### src/rtl/horner_poly_eval.sv
// Horner-iteration polynomial evaluator with one shared multiply-add datapath and
// runtime-programmable coefficients. Define SATURATE_EN for clamping arithmetic and o_sat.
module horner_poly_eval #(
    parameter int WIDTHIN  = 16,
    parameter int FRACIN   = 14,
    parameter int WIDTHOUT = 32,
    parameter int FRACOUT  = 25,
    parameter int ORDER    = 5
) (
    input  logic                clk,
    input  logic                reset,
    input  logic                i_valid,
    output logic                o_ready,
    input  logic [WIDTHIN-1:0]  i_x,
    output logic                o_valid,
    input  logic                i_ready,
    output logic [WIDTHOUT-1:0] o_y,
    input  logic                cfg_we,
    input  logic [3:0]          cfg_addr,
    input  logic [WIDTHIN-1:0]  cfg_data,
`ifdef SATURATE_EN
    output logic                o_sat,
`endif
    output logic                o_busy
);

    localparam int WP = WIDTHOUT + WIDTHIN;

    typedef enum logic [1:0] {IDLE, CALC, DONE} state_t;

    state_t                state_q, state_d;
    logic [WIDTHOUT-1:0]   acc_q, acc_d;
    logic [WIDTHIN-1:0]    x_q, x_d;
    logic [3:0]            cnt_q, cnt_d;
    logic [WIDTHOUT-1:0]   y_q, y_d;
    logic                  accept;
    logic                  coef_we;
    logic [WIDTHIN-1:0]    coef [16];
    logic [WP-1:0]         prod_w;
    logic [WIDTHOUT-1:0]   mulq_w;
    logic [WIDTHOUT-1:0]   step_acc;

    function automatic logic [WIDTHOUT-1:0] align(input logic [WIDTHIN-1:0] c);
        return WIDTHOUT'(c) << (FRACOUT - FRACIN);
    endfunction

    // Power-on coefficients are the exp(x) Taylor series in Q2.14.
    function automatic logic [WIDTHIN-1:0] reset_coef(input int k);
        case (k)
            0:       return WIDTHIN'(16'h4000);
            1:       return WIDTHIN'(16'h4000);
            2:       return WIDTHIN'(16'h2000);
            3:       return WIDTHIN'(16'h0AAA);
            4:       return WIDTHIN'(16'h02AA);
            5:       return WIDTHIN'(16'h0088);
            default: return '0;
        endcase
    endfunction

    assign coef_we = cfg_we && (state_q != CALC) && (cfg_addr <= 4'(ORDER));

    for (genvar gi = 0; gi < 16; gi++) begin : g_coef
        if (gi <= ORDER) begin : g_reg
            logic [WIDTHIN-1:0] coef_q;
            always_ff @(posedge clk or posedge reset) begin
                if (reset) begin
                    coef_q <= reset_coef(gi);
                end else if (coef_we && (cfg_addr == 4'(gi))) begin
                    coef_q <= cfg_data;
                end
            end
            assign coef[gi] = coef_q;
        end else begin : g_zero
            assign coef[gi] = '0;
        end
    end

    assign prod_w = WP'(acc_q) * WP'(x_q);
    assign mulq_w = WIDTHOUT'(prod_w >> FRACIN);

`ifdef SATURATE_EN
    logic                sat_q, sat_d;
    logic [WIDTHOUT:0]   sum_w;
    logic                step_sat;

    assign sum_w    = {1'b0, mulq_w} + {1'b0, align(coef[cnt_q])};
    // Sticky: once any step overflows, every later step of this operand stays clamped.
    assign step_sat = sat_q || ((prod_w >> (FRACIN + WIDTHOUT)) != '0) || sum_w[WIDTHOUT];
    assign step_acc = step_sat ? '1 : sum_w[WIDTHOUT-1:0];
    assign o_sat    = sat_q;
`else
    assign step_acc = mulq_w + align(coef[cnt_q]);
`endif

    assign o_ready = (state_q == IDLE) || ((state_q == DONE) && i_ready);
    assign accept  = o_ready && i_valid;
    assign o_valid = (state_q == DONE);
    assign o_busy  = (state_q == CALC);
    assign o_y     = y_q;

    always_comb begin
        state_d = state_q;
        acc_d   = acc_q;
        x_d     = x_q;
        cnt_d   = cnt_q;
        y_d     = y_q;
`ifdef SATURATE_EN
        sat_d   = sat_q;
`endif
        case (state_q)
            CALC: begin
                acc_d = step_acc;
                cnt_d = cnt_q - 4'd1;
`ifdef SATURATE_EN
                sat_d = step_sat;
`endif
                if (cnt_q == 4'd0) begin
                    y_d     = step_acc;
                    state_d = DONE;
                end
            end
            DONE: begin
                if (i_ready) begin
                    state_d = IDLE;
                end
            end
            default: ;
        endcase
        // A new operand latches the pre-write top coefficient (registers read before the edge).
        if (accept) begin
            x_d     = i_x;
            acc_d   = align(coef[ORDER]);
            cnt_d   = 4'(ORDER - 1);
            state_d = CALC;
`ifdef SATURATE_EN
            sat_d   = 1'b0;
`endif
        end
    end

    always_ff @(posedge clk or posedge reset) begin
        if (reset) begin
            state_q <= IDLE;
            acc_q   <= '0;
            x_q     <= '0;
            cnt_q   <= '0;
            y_q     <= '0;
`ifdef SATURATE_EN
            sat_q   <= 1'b0;
`endif
        end else begin
            state_q <= state_d;
            acc_q   <= acc_d;
            x_q     <= x_d;
            cnt_q   <= cnt_d;
            y_q     <= y_d;
`ifdef SATURATE_EN
            sat_q   <= sat_d;
`endif
        end
    end

endmodule

### config.mk
export PLATFORM = sky130hd
export DESIGN_NAME = horner_poly_eval
export DESIGN_NICKNAME = d
export VERILOG_FILES = /design/src/rtl/horner_poly_eval.sv
export SDC_FILE = /design/constraint.sdc
export NUM_CORES = 2
export LEC_CHECK = 0
export BUFFER_PORTS_ARGS = -buffer_cell sky130_fd_sc_hd__clkbuf_2
export CAP_MARGIN = 20
export CORE_MARGIN = 2
export CORE_UTILIZATION = 25
export CTS_BUF_LIST = sky130_fd_sc_hd__clkbuf_8
export CTS_CLUSTER_SIZE = 25
export DETAILED_ROUTE_END_ITERATION = 6
export PLACE_DENSITY = 0.49
export SLEW_MARGIN = 5
export SYNTH_ARGS = -nofsm -noshare
export SYNTH_HDL_FRONTEND = slang
export SYNTH_SLANG_ARGS = --single-unit
### constraint.sdc
create_clock -name clk -period 24 [get_ports clk]
set_input_delay 7.2 -clock clk [delete_from_list [all_inputs] [get_ports clk]]
set_output_delay 7.2 -clock clk [all_outputs]
set_load 0.02 [all_outputs]
* Word level (Yosys, flattened, before mapping) *
Index checks and enable logic that the tools add are counted.

word-level totals
  bits of input ports = 41
  register bits = 182
  output and inout bits = 35

operators by class
  equality and inequality tests = 10
  add/subtract/negate cells = 2
  $mul = 1
  bitwise gates (word level) = 1
  $lt $le $gt $ge = 2
  mux-type cells = 11
  reduce and logical (&&, ||, !) cells = 18

operator list
  cell                 number
  $bmux 16 s4          1
  $mux 32              2
  $mul 32x16->46       1
  $add 32x27->32       1
  $mux 16              2
  $logic_and 1x1->1    10
  $eq 4x2->1 const B   2
  $eq 4x3->1 const B   2
  $logic_not 4->1      2
  $mux 4               2
  $mux 2               3
  $ne 3x1->1 const B   2
  $ge 5x5->1 const B   1
  $not 4->5            1
  $eq 4x1->1 const B   1
  $le 4x3->1 const B   1
  $pmux 2 s2           1
  $sub 4x1->4 const B  1
  $reduce_and 3->1     1
  $reduce_bool 3->1    1
  $eq 2x1->1 const B   1
  $eq 2x2->1 const B   1
  $logic_not 2->1      1
  $ne 2x1->1 const B   1
  3 further kinds      3

* Logic depth before layout (Yosys ltp) *
  depth in word-level cells = 7
  depth in mapped cells = 36

* Worst setup path before layout *
OpenSTA, ideal clock, no wires.

  path type = input to output
  from = in i_ready
  to = out o_ready
  required time = 16.800 ns
  setup slack = 9.364 ns
  cell stages on the path = 1
  arrival = 7.436 ns
  cell sequence = a21o_1

on the way
  cells in the longest elaborated chain, start to end = 2

ends and longest elaborated chain
  item               line  source
  from (decl)        16    input logic i_ready,
  $logic_and 1x1->1  95    assign o_ready = (state_q == IDLE) || ((state_q == DONE) && i_ready);
  $logic_or 1x1->1   95
  to (decl)          13    output logic o_ready,

No other way between the ends.

* Worst setup path in the final report *
Same ends and word-level chain as after synthesis.

==> impl_metrics.tcl <==
set metrics [dict create \
    status "complete, no violations" \
    core_sq_um 98000 \
    synth.net_count 3242 \
    r2r_cells 32 \
    setup_viol 0 \
    hold_path_depth 2 \
    routedWlPerCell_microns 17.5 \
    hold_start "g_coef[5].g_reg.coef_q[5]$_DFFE_PP0P_" \
    fin_tns_setup_ps 0 \
    grt_first_pass_wirelength_mm 112 \
    antenna_found_initial 0 \
    viasPerCell 4.45 \
    criticalPathCategory "in -> out" \
    crit_path_end_kind "output pin" \
    hold_class "reg -> reg" \
    ys_types 71 \
    fin_worst_skew_ps 33.5 \
    post-synth-top-area-cell "fa_1" \
    cp.depth 3 \
    synthesis.area_sq_um 24600 \
    crit_chain "clkbuf_2 > a21o_1 > clkbuf_2" \
    fin_crit_sh_pct 61.9 \
    drtIter0Drc 922 \
    hold_viol 0 \
    die_x_microns 318 \
    synth-async-reset-ratio_pct 100 \
    hpwl_mm 52.5 \
    first_pass_iters 5 \
    htree_levels 4 \
    wirelength_mm 69.1 \
    layout.nets 3223 \
    n_antenna_cell 0 \
    timing.rr.start "acc_q[5]$_DFFE_PP0P_" \
    synth_top_area_share_pct 33.9 \
    arrival_ps 7660 \
    cp_top_family "buffers and inverters" \
    io_buffers 75 \
    grt_pass1_vias 19093 \
    syn_avg_cell_area_sq_um 9.27 \
    synth_edf_count 0 \
    fmaxAchievable_mhz 67.3 \
    crit_path_frequent_cell "clkbuf_2" \
    min_period_ps 14860 \
    drc_errors 0 \
    num_vias 17506 \
    track_usage_pct 14.3 \
    worst-path-max-fanout 3 \
    cpPeakStageDelay_ps 200 \
    cap_violations 0 \
    slowest_stage "a21o_1" \
    die_y_microns 318 \
    clk_pin_slew_ps 140 \
    syn_to_final_growth_pct 8.78 \
    post-cts-setup-buffers 0 \
    yosys_warnings 0 \
    start_util_pct 25.1 \
    slew_viol_final 0 \
    slew_headroom_pct 30.1 \
    required_ps 16800 \
    numClockSinks 182 \
    ctsResizeCount 0 \
    critPathLaunch "i_ready" \
    ios 76 \
    overflow 0 \
    cts_tree "built" \
    path_buf_inv 2 \
    ys_ff_latch 182 \
    rows 115 \
    yosysSeqAreaShare_pct 18.6 \
    insertion_delay_ps 570 \
    die-area_sq_um 101000 \
    startpoint_type "input pin" \
    rsz0062_at_grt "false" \
    antenna_left 0 \
    netlist_top_cells_area "fa_1 34%, dfrtp_1 17%, nand2_1 7.6%" \
    tightest_slew_ps 1050 \
    drive_above_1_share_pct 11.9 \
    ys.flop_type "dfrtp_1" \
    cts_buffers 17 \
    netlist_instances 2657 \
    cts.path.max_buffers 2 \
    grt_start_max_net_pins 117 \
    hold_buffers 0 \
    cts_root_buf "clkbuf_8" \
    gp_congestion 0.841 \
]
sequential cells by signal (all words and copies together) (netlist names):
register             count
g_coef.g_reg.coef_q     96
acc_q                   32
o_y                     32
x_q                     16
cnt_q                    4
state_q                  2
final timing paths:
check | end | slack (ps)
worst min-delay path | acc_q[16]$_DFFE_PP0P_ | 490
worst max-delay path | o_ready | 9140
min in group asynchronous | state_q[0]$_DFFE_PP0P_ | 6750
worst min register to register | acc_q[16]$_DFFE_PP0P_ | 490
max in group asynchronous | g_coef[0].g_reg.coef_q[8]$_DFFE_PP0P_ | 15720
worst max register to register | acc_q[31]$_DFFE_PP0P_ | 14840
layout by cell type, fill, tap and decap left out, types with 18 or more instances in the layout:
cell type / Yosys / routed
a21o_1: 20 / 20
fa_1: 417 / 417
o21ai_0: 83 / 83
nand4_1: 18 / 18
buf_4: 1 / 32
a22oi_1: 18 / 18
clkbuf_2: 1 / 75
inv_1: 484 / 483
nand2_1: 501 / 500
dfrtp_1: 166 / 160
and2_1: 182 / 181
a21oi_1: 74 / 74
mux2_2: 114 / 114
ha_1: 127 / 127
xnor2_1: 42 / 42
nor2_1: 64 / 64
metrics by stage:
stage	hold WS [ps]	instances	cell area, sq um	worst slack [ps]	utilization (%)
floorplan	450	2657	24600	9360	-
global placement	465	3904	26300	9130	26.9
detailed placement	473	3906	26400	9140	26.9
CTS	491	3938	26800	9140	27.3
global route	517	3938	26800	9110	27.3
finish	488	3938	26800	9140	27.3
cells by family after synthesis:
group / synth area share (%)
AO/OA/AOI/OAI: 6.81
XOR/XNOR: 2.06
adder cells (fa/ha/maj): 40.3
buffers and inverters: 9.75
flip-flops: 18.6
multiplexers: 6.71
AND/OR/NAND/NOR: 15.8
synthesized netlist by cell type, drive strengths merged (3+ instances only):
master / instances
a211oi: 4
a21boi: 3
a21o: 20
a21oi: 76
a22oi: 18
a31oi: 4
and2: 182
and3: 7
and4: 3
buf: 21
clkbuf: 126
dfrtp: 166
dfstp: 16
fa: 417
ha: 127
inv: 484
mux2: 114
mux4: 16
nand2: 501
nand2b: 4
nand3: 18
nand4: 20
nor2: 64
nor2b: 10
nor3: 18
nor4: 3
nor4b: 3
o211ai: 4
o21a: 13
o21ai: 89
o21bai: 6
o221ai: 3
o22ai: 3
o31ai: 6
xnor2: 42
xor2: 16
cell type report:
class / count / area (sq um)
flip-flops and latches: 182 / 4580
well taps: 1287 / 1610
repair buffers: 109 / 646
multi-input cells: 1842 / 17700
fillers: 10500 / 71200
clock buffers: 17 / 234
clock inverters: 15 / 211
inverters: 486 / 1830
worst reg2reg max path: cells and delay by family (launching register included):
kind / cells / cell delay, ps
XOR/XNOR: 2 / 410
AND/OR/NAND/NOR: 6 / 840
buffers and inverters: 5 / 290
flip-flops: 1 / 1060
adder cells (fa/ha/maj): 8 / 3770
AO/OA/AOI/OAI: 11 / 2720
layer usage:
layer  GRT usage, %  routed length [microns]  up-vias
met5              0                        0        -
met4           4.06                     1680        0
met3           2.08                     2730       80
met2           23.5                    32200      312
met1           19.5                    32500     9004
li1               -                        -     8110
Power is not shown: default switching activity piles up to over one toggle a cycle in this logic, so the estimate is an artifact.
